--- src/rtl/uart_rx_param.sv ---
// uart_rx_param: parametrised UART receiver.
// Samples the asynchronous rxd line in the middle of each bit using a clock-divider
// bit timer. Frame shape is set by DATA_BITS, STOP_BITS and MSB_FIRST. Received words
// are handed to the consumer over a valid/ready handshake. Framing errors and overruns
// are reported as one-cycle pulses.
// Optional feature macro: UART_RX_PARITY_EN. When it is defined, a parity bit is
// expected after the data bits (even parity, or odd parity when PARITY_ODD=1) and
// parity_err is live. When it is undefined, no parity bit is expected and parity_err
// is tied to 0.
module uart_rx_param #(
    parameter int CLKS_PER_BIT = 16,
    parameter int DATA_BITS    = 8,
    parameter int STOP_BITS    = 1,
    parameter int MSB_FIRST    = 0,
    parameter int PARITY_ODD   = 0
) (
    input  logic                 clk,
    input  logic                 rst,
    input  logic                 rxd,
    output logic [DATA_BITS-1:0] word,
    output logic                 word_valid,
    input  logic                 word_ready,
    output logic                 busy,
    output logic                 frame_err,
    output logic                 parity_err,
    output logic                 overrun
);

    localparam int TW = (CLKS_PER_BIT > 1) ? $clog2(CLKS_PER_BIT) : 1;
    localparam int CW = 4;
    localparam logic [TW-1:0] FULL_LAST = TW'(CLKS_PER_BIT - 1);
    localparam logic [TW-1:0] HALF_LAST = TW'(CLKS_PER_BIT / 2 - 1);
    localparam logic [CW-1:0] DATA_LAST = CW'(DATA_BITS - 1);
    localparam logic [CW-1:0] STOP_LAST = CW'(STOP_BITS - 1);

    // Reject illegal configurations at elaboration time.
    if (CLKS_PER_BIT < 4 || DATA_BITS < 5 || DATA_BITS > 9 ||
        (STOP_BITS != 1 && STOP_BITS != 2) ||
        (MSB_FIRST != 0 && MSB_FIRST != 1) ||
        (PARITY_ODD != 0 && PARITY_ODD != 1)) begin : g_param_check
        $error("uart_rx_param: illegal parameter combination");
    end

    typedef enum logic [2:0] {
        ST_IDLE   = 3'd0,
        ST_START  = 3'd1,
        ST_DATA   = 3'd2,
        ST_PARITY = 3'd3,
        ST_STOP   = 3'd4,
        ST_BREAK  = 3'd5
    } state_t;

    // Places one received bit into the word according to the configured bit order.
    function automatic logic [DATA_BITS-1:0] shift_in(input logic [DATA_BITS-1:0] cur,
                                                      input logic              b);
        if (MSB_FIRST != 0) begin
            shift_in = {cur[DATA_BITS-2:0], b};
        end else begin
            shift_in = {b, cur[DATA_BITS-1:1]};
        end
    endfunction

`ifdef UART_RX_PARITY_EN
    // XOR reduction of the data word, used for the parity check.
    function automatic logic parity_of(input logic [DATA_BITS-1:0] d);
        parity_of = ^d;
    endfunction
`endif

    logic                 sync1_r;
    logic                 rxd_s_r;
    state_t               state_r;
    state_t               state_s;
    logic [TW-1:0]        timer_r;
    logic [TW-1:0]        timer_s;
    logic [CW-1:0]        cnt_r;
    logic [CW-1:0]        cnt_s;
    logic [DATA_BITS-1:0] shift_r;
    logic [DATA_BITS-1:0] shift_s;
    logic                 stop_bad_r;
    logic                 stop_bad_s;
    logic                 stop_now_bad_s;
    logic                 done_r;
    logic                 done_s;
    logic                 ferr_s;
    logic                 frame_err_r;
    logic                 busy_r;
    logic [DATA_BITS-1:0] word_r;
    logic                 word_valid_r;
    logic                 overrun_r;
`ifdef UART_RX_PARITY_EN
    logic                 par_bad_r;
    logic                 par_bad_s;
    logic                 perr_s;
    logic                 parity_err_r;
`endif

    // Two-flop synchroniser for the asynchronous serial line (idles high).
    always_ff @(posedge clk or negedge rst) begin
        if (!rst) begin
            sync1_r <= 1'b1;
            rxd_s_r <= 1'b1;
        end else begin
            sync1_r <= rxd;
            rxd_s_r <= sync1_r;
        end
    end

    // Frame FSM: next state, bit timer, bit counter, shift register and error decisions.
    always_comb begin
        state_s        = state_r;
        timer_s        = timer_r;
        cnt_s          = cnt_r;
        shift_s        = shift_r;
        stop_bad_s     = stop_bad_r;
        stop_now_bad_s = stop_bad_r | ~rxd_s_r;
        done_s         = 1'b0;
        ferr_s         = 1'b0;
`ifdef UART_RX_PARITY_EN
        par_bad_s      = par_bad_r;
        perr_s         = 1'b0;
`endif
        case (state_r)
            ST_IDLE: begin
                timer_s    = {TW{1'b0}};
                cnt_s      = {CW{1'b0}};
                stop_bad_s = 1'b0;
`ifdef UART_RX_PARITY_EN
                par_bad_s  = 1'b0;
`endif
                if (!rxd_s_r) begin
                    state_s = ST_START;
                end else begin
                    state_s = ST_IDLE;
                end
            end
            ST_START: begin
                if (timer_r == HALF_LAST) begin
                    timer_s = {TW{1'b0}};
                    if (rxd_s_r) begin
                        // Start bit gone by mid-bit: treat as a glitch.
                        state_s = ST_IDLE;
                    end else begin
                        state_s = ST_DATA;
                    end
                end else begin
                    timer_s = timer_r + 1'b1;
                end
            end
            ST_DATA: begin
                if (timer_r == FULL_LAST) begin
                    timer_s = {TW{1'b0}};
                    shift_s = shift_in(shift_r, rxd_s_r);
                    if (cnt_r == DATA_LAST) begin
                        cnt_s = {CW{1'b0}};
`ifdef UART_RX_PARITY_EN
                        state_s = ST_PARITY;
`else
                        state_s = ST_STOP;
`endif
                    end else begin
                        cnt_s = cnt_r + 1'b1;
                    end
                end else begin
                    timer_s = timer_r + 1'b1;
                end
            end
            ST_PARITY: begin
`ifdef UART_RX_PARITY_EN
                if (timer_r == FULL_LAST) begin
                    timer_s   = {TW{1'b0}};
                    par_bad_s = ((parity_of(shift_r) ^ rxd_s_r) != (PARITY_ODD != 0));
                    state_s   = ST_STOP;
                end else begin
                    timer_s = timer_r + 1'b1;
                end
`else
                state_s = ST_IDLE;
`endif
            end
            ST_STOP: begin
                if (timer_r == FULL_LAST) begin
                    timer_s = {TW{1'b0}};
                    if (cnt_r == STOP_LAST) begin
                        cnt_s = {CW{1'b0}};
                        if (stop_now_bad_s) begin
                            ferr_s  = 1'b1;
                            state_s = ST_BREAK;
                        end
`ifdef UART_RX_PARITY_EN
                        else if (par_bad_r) begin
                            perr_s  = 1'b1;
                            state_s = ST_IDLE;
                        end
`endif
                        else begin
                            // Good frame: resync at mid-stop so a back-to-back start is caught.
                            done_s  = 1'b1;
                            state_s = ST_IDLE;
                        end
                    end else begin
                        stop_bad_s = stop_now_bad_s;
                        cnt_s      = cnt_r + 1'b1;
                    end
                end else begin
                    timer_s = timer_r + 1'b1;
                end
            end
            ST_BREAK: begin
                if (rxd_s_r) begin
                    state_s = ST_IDLE;
                end else begin
                    state_s = ST_BREAK;
                end
            end
            default: begin
                state_s = ST_IDLE;
                timer_s = {TW{1'b0}};
                cnt_s   = {CW{1'b0}};
            end
        endcase
    end

    // Frame FSM state, datapath and error-pulse registers.
    always_ff @(posedge clk or negedge rst) begin
        if (!rst) begin
            state_r     <= ST_IDLE;
            timer_r     <= {TW{1'b0}};
            cnt_r       <= {CW{1'b0}};
            shift_r     <= {DATA_BITS{1'b0}};
            stop_bad_r  <= 1'b0;
            done_r      <= 1'b0;
            frame_err_r <= 1'b0;
            busy_r      <= 1'b0;
        end else begin
            state_r     <= state_s;
            timer_r     <= timer_s;
            cnt_r       <= cnt_s;
            shift_r     <= shift_s;
            stop_bad_r  <= stop_bad_s;
            done_r      <= done_s;
            frame_err_r <= ferr_s;
            busy_r      <= (state_s != ST_IDLE);
        end
    end

`ifdef UART_RX_PARITY_EN
    // Parity mismatch latch and parity error pulse.
    always_ff @(posedge clk or negedge rst) begin
        if (!rst) begin
            par_bad_r    <= 1'b0;
            parity_err_r <= 1'b0;
        end else begin
            par_bad_r    <= par_bad_s;
            parity_err_r <= perr_s;
        end
    end
    assign parity_err = parity_err_r;
`else
    assign parity_err = 1'b0;
`endif

    // Word delivery: hand a good frame to the consumer, or flag overrun if the old word is still unaccepted.
    always_ff @(posedge clk or negedge rst) begin
        if (!rst) begin
            word_r       <= {DATA_BITS{1'b0}};
            word_valid_r <= 1'b0;
            overrun_r    <= 1'b0;
        end else begin
            overrun_r <= 1'b0;
            if (done_r) begin
                if (!word_valid_r || word_ready) begin
                    word_r       <= shift_r;
                    word_valid_r <= 1'b1;
                end else begin
                    overrun_r <= 1'b1;
                end
            end else if (word_valid_r && word_ready) begin
                word_valid_r <= 1'b0;
            end else begin
                word_valid_r <= word_valid_r;
            end
        end
    end

    assign word       = word_r;
    assign word_valid = word_valid_r;
    assign busy       = busy_r;
    assign frame_err  = frame_err_r;
    assign overrun    = overrun_r;

endmodule
--- config.mk ---
export PLATFORM = sky130hd
export DESIGN_NAME = uart_rx_param
export DESIGN_NICKNAME = d
export VERILOG_FILES = /design/src/rtl/uart_rx_param.sv
export SDC_FILE = /design/constraint.sdc
export NUM_CORES = 1
export LEC_CHECK = 0
export CAP_MARGIN = 20
export CELL_PAD_IN_SITES_DETAIL_PLACEMENT = 1
export CELL_PAD_IN_SITES_GLOBAL_PLACEMENT = 1
export CORE_MARGIN = 1.5
export CORE_UTILIZATION = 30
export CTS_BUF_LIST = sky130_fd_sc_hd__clkbuf_16
export DETAILED_ROUTE_END_ITERATION = 7
export PLACE_DENSITY_LB_ADDON = 0.3
export SLEW_MARGIN = 20
export SYNTH_ARGS = -nofsm -noshare
export SYNTH_HDL_FRONTEND = slang
export SYNTH_SLANG_ARGS = --single-unit
--- constraint.sdc ---
create_clock -name clk -period 4.5 [get_ports clk]
set_clock_uncertainty 0.1 [all_clocks]
set_input_delay 0.45 -clock clk [delete_from_list [all_inputs] [get_ports clk]]
set_output_delay 0.45 -clock clk [all_outputs]
set_load 0.01 [all_outputs]
[Word level (Yosys, flattened, before mapping)]
Index checks and enable logic that the tools add are counted.
Word-level totals
  input port bits: 4
  register bits: 35
Operators by class
  equality and inequality tests: 12
  muxes and demuxes: 34
  reduce and logical (&&, ||, !) cells: 16
  bitwise logic cells: 3
  add/subtract/negate cells: 2
Operators with widths (number)
  $mux W4: 6
  $pmux W4 S3: 2
  $mux W3: 7
  $mux W1: 16
  $pmux W3 S5: 1
  $add A4 B1 Y4 const B: 2
  $eq A4 B3 Y1 const B: 2
  $eq A3 B2 Y1 const B: 2
  $eq A3 B3 Y1 const B: 2
  $ne A2 B2 Y1 const B: 3
  $reduce_and A2 Y1: 3
  $reduce_and A3 Y1: 2
  $eq A4 B4 Y1 const B: 1
  $logic_not A4 Y1: 1
  $reduce_bool A2 Y1: 2
  $reduce_or A2 Y1: 2
  $eq A3 B1 Y1 const B: 1
  $logic_not A3 Y1: 1
  $reduce_bool A3 Y1: 1
  $reduce_or A3 Y1: 1
  $mux W2: 1
  $ne A2 B1 Y1 const B: 1
  $not A1 Y1: 2
  $pmux W1 S2: 1
  other kinds (4): 4

[Longest topological paths before layout]
  depth in word-level cells: 7
  gate-level depth with buffers: 6
  depth with buffers taken out: 6

[Worst setup path before layout]
OpenSTA, ideal clock, no wires.
  path kind: register to register
  start point: register timer_r[0]
  end point: register shift_r[0]
  buffers on the path: 0
  cell stages (with the launch flop): 5
  library setup time: 0.125 ns
  arrival time: 1.467 ns
  data required time: 4.275 ns
  path slack: 2.808 ns
  path through: dfrtp_1 > ha_1 > nand3_2 > nor3_4 > mux2_2
On the way
  cells in the longest elaborated chain, start to end: 2
Ends and longest elaborated chain
  from (decl): line 74  | logic [TW-1:0] timer_r;
  from (signal assigned): line 228  | timer_r <= {TW{1'b0}};
  from (signal assigned): line 237  | timer_r <= timer_s;
  $eq A4 B4 Y1: line 151  | if (timer_r == FULL_LAST) begin
  $reduce_and A2 Y1 (no source line)
  to (signal assigned): line 230  | shift_r <= {DATA_BITS{1'b0}};
  to (signal assigned): line 239  | shift_r <= shift_s;
  to (decl): line 78  | logic [DATA_BITS-1:0] shift_r;
Every way passes these cells.
A chain may end at the register's enable or synchronous reset.

[Worst setup path after layout]
  start point: register state_r[0]
  end point: register busy_r (netlist: busy)
On the way
  elaborated cells on any way between the ends: 12
  classes of those cells: eq/ne (4); mux (6); reduce/logical (2)
RTL lines
  from (decl): line 72  | state_t state_r;
  from (signal assigned): line 236  | state_r <= state_s;
  $eq A3 B3 Y1 (tied with other cells): line 123  | case (state_r)
  $pmux W3 S5 (*): line 123
  net state_s[2]: line 73  | state_t state_s;
  $reduce_bool A3 Y1 (*): line 243  | busy_r <= (state_s != ST_IDLE);
  to (signal assigned): line 243
  to (decl): line 87  | logic busy_r;
Mark *: on every way through the listed nets, which the timed path passes. The rest lies on a longest branch.

==> summary.txt <==
Status
  – Outcome: completed

Yosys
  – Syn. warnings: 0
  – Post-Synth Simple-Gate Area: 17.31%
  – Synth Area in Compound Gates: 12.80%
  – Top cell type's share of synthesized area: 48.82%
  – Distinct cells, synth: 46
  – Fraction of synthesized area in multiplexers: 11.24%
  – Post-Syn Area per Cell: 11.43 sq um
  – XOR/XNOR Fraction of Synth Area: 0%
  – Post-synthesis register bit count: 35
  – Synth area leaders: dfrtp_1, mux2_2, dfstp_2, a21oi_1, ha_1
  – Synth area leader: dfrtp_1
  – Async set or reset register ratio after synthesis: 100.0%
  – Largest family of logic cells by synthesized area: simple AND/OR/NAND/NOR gates
  – Top_reg_cell synth: dfrtp_1
  – Post-synth net total: about 160
  – Synthesized-area fraction occupied by adder cells: 2.219%
  – Post-Synthesis Cell Area: 1692 sq um
  – Gate Count Post-Synth: 148
  – Sequential element share of the synthesized area: roughly 52%
  – Number of synthesized flops with an enable pin: 0

Die
  – Row cnt: 27
  – Core area: 5473 sq um
  – Die area: approximately 6000 sq um
  – Die Ht: 78.09 microns
  – Starting Density: 30.91%
  – Chip Width: about 80 microns
  – I/O pins: 17

Placed design
  – RD Place Congestion: roughly 0.72
  – Post-Place Cell Area: 1893 sq um
  – Placed cell count: roughly 230
  – Final HPWL from detailed placement: 2417 microns
  – Buffers added on ports: 15

Worst setup path
  – Worst setup EP type: flop
  – Critical Path Fanout Max: 22
  – CP max stage cell: dfrtp_1
  – Critical Path AT: between 1.5 and 2 ns
  – Startpoint Class: flop
  – Critical path class: reg -> reg
  – Crit path cell chain: or3b_1, a31oi_1, a211o_1, a311o_1
  – CP required: 4.55 ns
  – Crit-path max cell delay: 0.81 ns

Clocking
  – Clk_lat worst skew: about 0.27 ns
  – Hold_buf cts: 0
  – Resized Gates After CTS: 0
  – CTS tree: built
  – CTS Buf Count: 5
  – Clk slew on worst S/H paths: 0.05 ns
  – Bufs on Longest Clock Path: 2
  – Clk root buf: clkbuf_16
  – Setup bufs post-CTS: 0
  – Clock sink count: 35
  – H-tree depth: 2

Layout
  – Ratio of cells with drive above 1 in the final layout: 20.73%
  – Commonest non-fill, non-tap cell in the layout: dfrtp_1
  – Area growth syn-to-layout: 20.27%
  – Diodes inserted: 0
  – Final net count: 170
  – Layout Cells excl Fill: 236
  – Fin area: about 2000 sq um
  – Most frequent cells in the layout: dfrtp_1, mux2_2, clkdlybuf4s50_1, a21oi_1

STA
  – Fin crit period: 1.914 ns
  – RSZ-0062 raised after global routing: no
  – Fmax: 522.5 MHz
  – Setup TNS: 0 ns
  – Worst Tran Pin Value: 0.7331 ns
  – Hold Vio Cnt, Final: 0
  – Max Slew Vio Count: 0
  – Slew HR: 51.13%
  – Final worst path period share: 42.53%
  – # setup viols final: 0

Pwr
  – Net Sw Power: ~0.27 mW
  – Static Leak: 0.9097 nW
  – PwrDens: between 400 and 500 nW/um^2
  – Sw Share: 29.98%
  – Pint: 0.6210 mW
  – Worst VDD drop: ~0.19 mV
  – Flop pwr share: 45.5%
  – Clock Power Share: approximately 37%
  – Comb power frac: 17.8%

GRT
  – Vias in the first global route: 1243
  – Initial antenna violation count: 0
  – Global-route wire length before repair: 6092 microns
  – Largest net degree at the start of global routing: 36
  – Remaining Overflow, GRT: 0
  – Total GRT Usage: 12.86%

Route
  – DRC: 0
  – Routed Antenna Nets: 0
  – Post-Route WL: 3456 microns
  – Number of DRC violations after detailed-routing iteration 0: 67
  – DR WL/cell: 14.64 microns
  – Vias per Instance: 5.030
  – Vias: 1187
  – First-pass DRT Iterations: 4

Run
  – Max-capacitance violation count: 0

Worst hold path
  – Hold WC Path Type: reg -> reg
==> cells in the mapped netlist, types with 2 or more instances <==
| library cell | instances |
|---|---|
| inv_1 | 7 |
| dfstp_2 | 2 |
| a21oi_1 | 9 |
| nor3_1 | 5 |
| buf_2 | 3 |
| o32ai_1 | 2 |
| nand3b_1 | 2 |
| ha_1 | 3 |
| nand2_1 | 6 |
| mux2_2 | 16 |
| nand3_1 | 6 |
| nor2_1 | 8 |
| o21ai_0 | 3 |
| nand4b_1 | 2 |
| a21o_1 | 2 |
| dfrtp_1 | 33 |
| o22ai_1 | 5 |
| nand2b_1 | 4 |
| a211o_1 | 3 |
==> worst paths after layout <==
path	startpoint	slack, ns	to	cells after the start
min	sync1_r	0.26	rxd_s_r	0
max reg2reg	state_r[0]	2.59	busy	4
max	state_r[0]	2.59	busy	4
max in group asynchronous	rst	3.45	sync1_r	2
min reg2reg	sync1_r	0.26	rxd_s_r	0
min in group asynchronous	rst	0.50	word_valid	2
==> power by group through the flow <==
stage	combinational, mW	sequential, mW	clock [mW]
2_1_floorplan	0.154	0.372	0
3_3_place_gp	0.154	0.404	0
3_5_place_dp	0.160	0.409	0
4_1_cts	0.161	0.404	0.334
5_1_grt	0.180	0.412	0.348
6_report	0.158	0.404	0.325
==> layout make-up <==
cell class | count | area, sq um
timing repair buffer | 16 | 157.7
multi-input combinational | 98 | 740.7
sequential | 35 | 878.3
fill | 598 | 3438
tap | 72 | 90.09
clock inverter | 3 | 16.27
clock buffer | 5 | 125.1
inverter | 7 | 26.28
==> worst max-delay path, delay by kind of cell, from the launching register on <==
family | cells | cell delay, ns
AO/OA/AOI/OAI | 3 | 0.61
AND/OR/NAND/NOR | 1 | 0.27
flip-flops | 1 | 0.81
==> state kept, by name (all words and copies together) (netlist names) <==
name / cells
done_r: 1
rxd_s_r: 1
sync1_r: 1
busy: 1
overrun: 1
timer_r: 4
state_r: 3
shift_r: 8
stop_bad_r: 1
frame_err: 1
word_valid: 1
word: 8
cnt_r: 4
==> logic make-up after synthesis <==
kind of cell | count (synthesis)
DFF | 35
AOI/OAI and AO/OA | 32
muxes | 17
buffers and inverters | 15
other | 1
and+or+nand+nor | 45
adders and majority gates | 3
==> per-layer routing <==
metal / vias up / wire, microns / track usage [%]
met5: - / 0 / 0
li1: 562 / - / -
met3: 6 / 94 / 3.837
met1: 603 / 1597 / 16.10
met4: 0 / 44 / 3.750
met2: 16 / 1720 / 21.48
==> through the flow <==
| stage | total power, mW | hold slack, ns | util [%] | worst slack [ns] |
|---|---|---|---|---|
| 2_1_floorplan | 0.5263 | 0.05441 | - | 2.808 |
| 3_3_place_gp | 0.5578 | 0.2466 | 34.59 | 2.596 |
| 3_5_place_dp | 0.5690 | 0.2512 | 34.59 | 2.555 |
| 4_1_cts | 0.8983 | 0.2588 | 37.17 | 2.582 |
| 5_1_grt | 0.9394 | 0.2621 | 37.17 | 2.444 |
| 6_report | 0.8869 | 0.2576 | 37.17 | 2.586 |
Power figures use the tool's default switching activity.
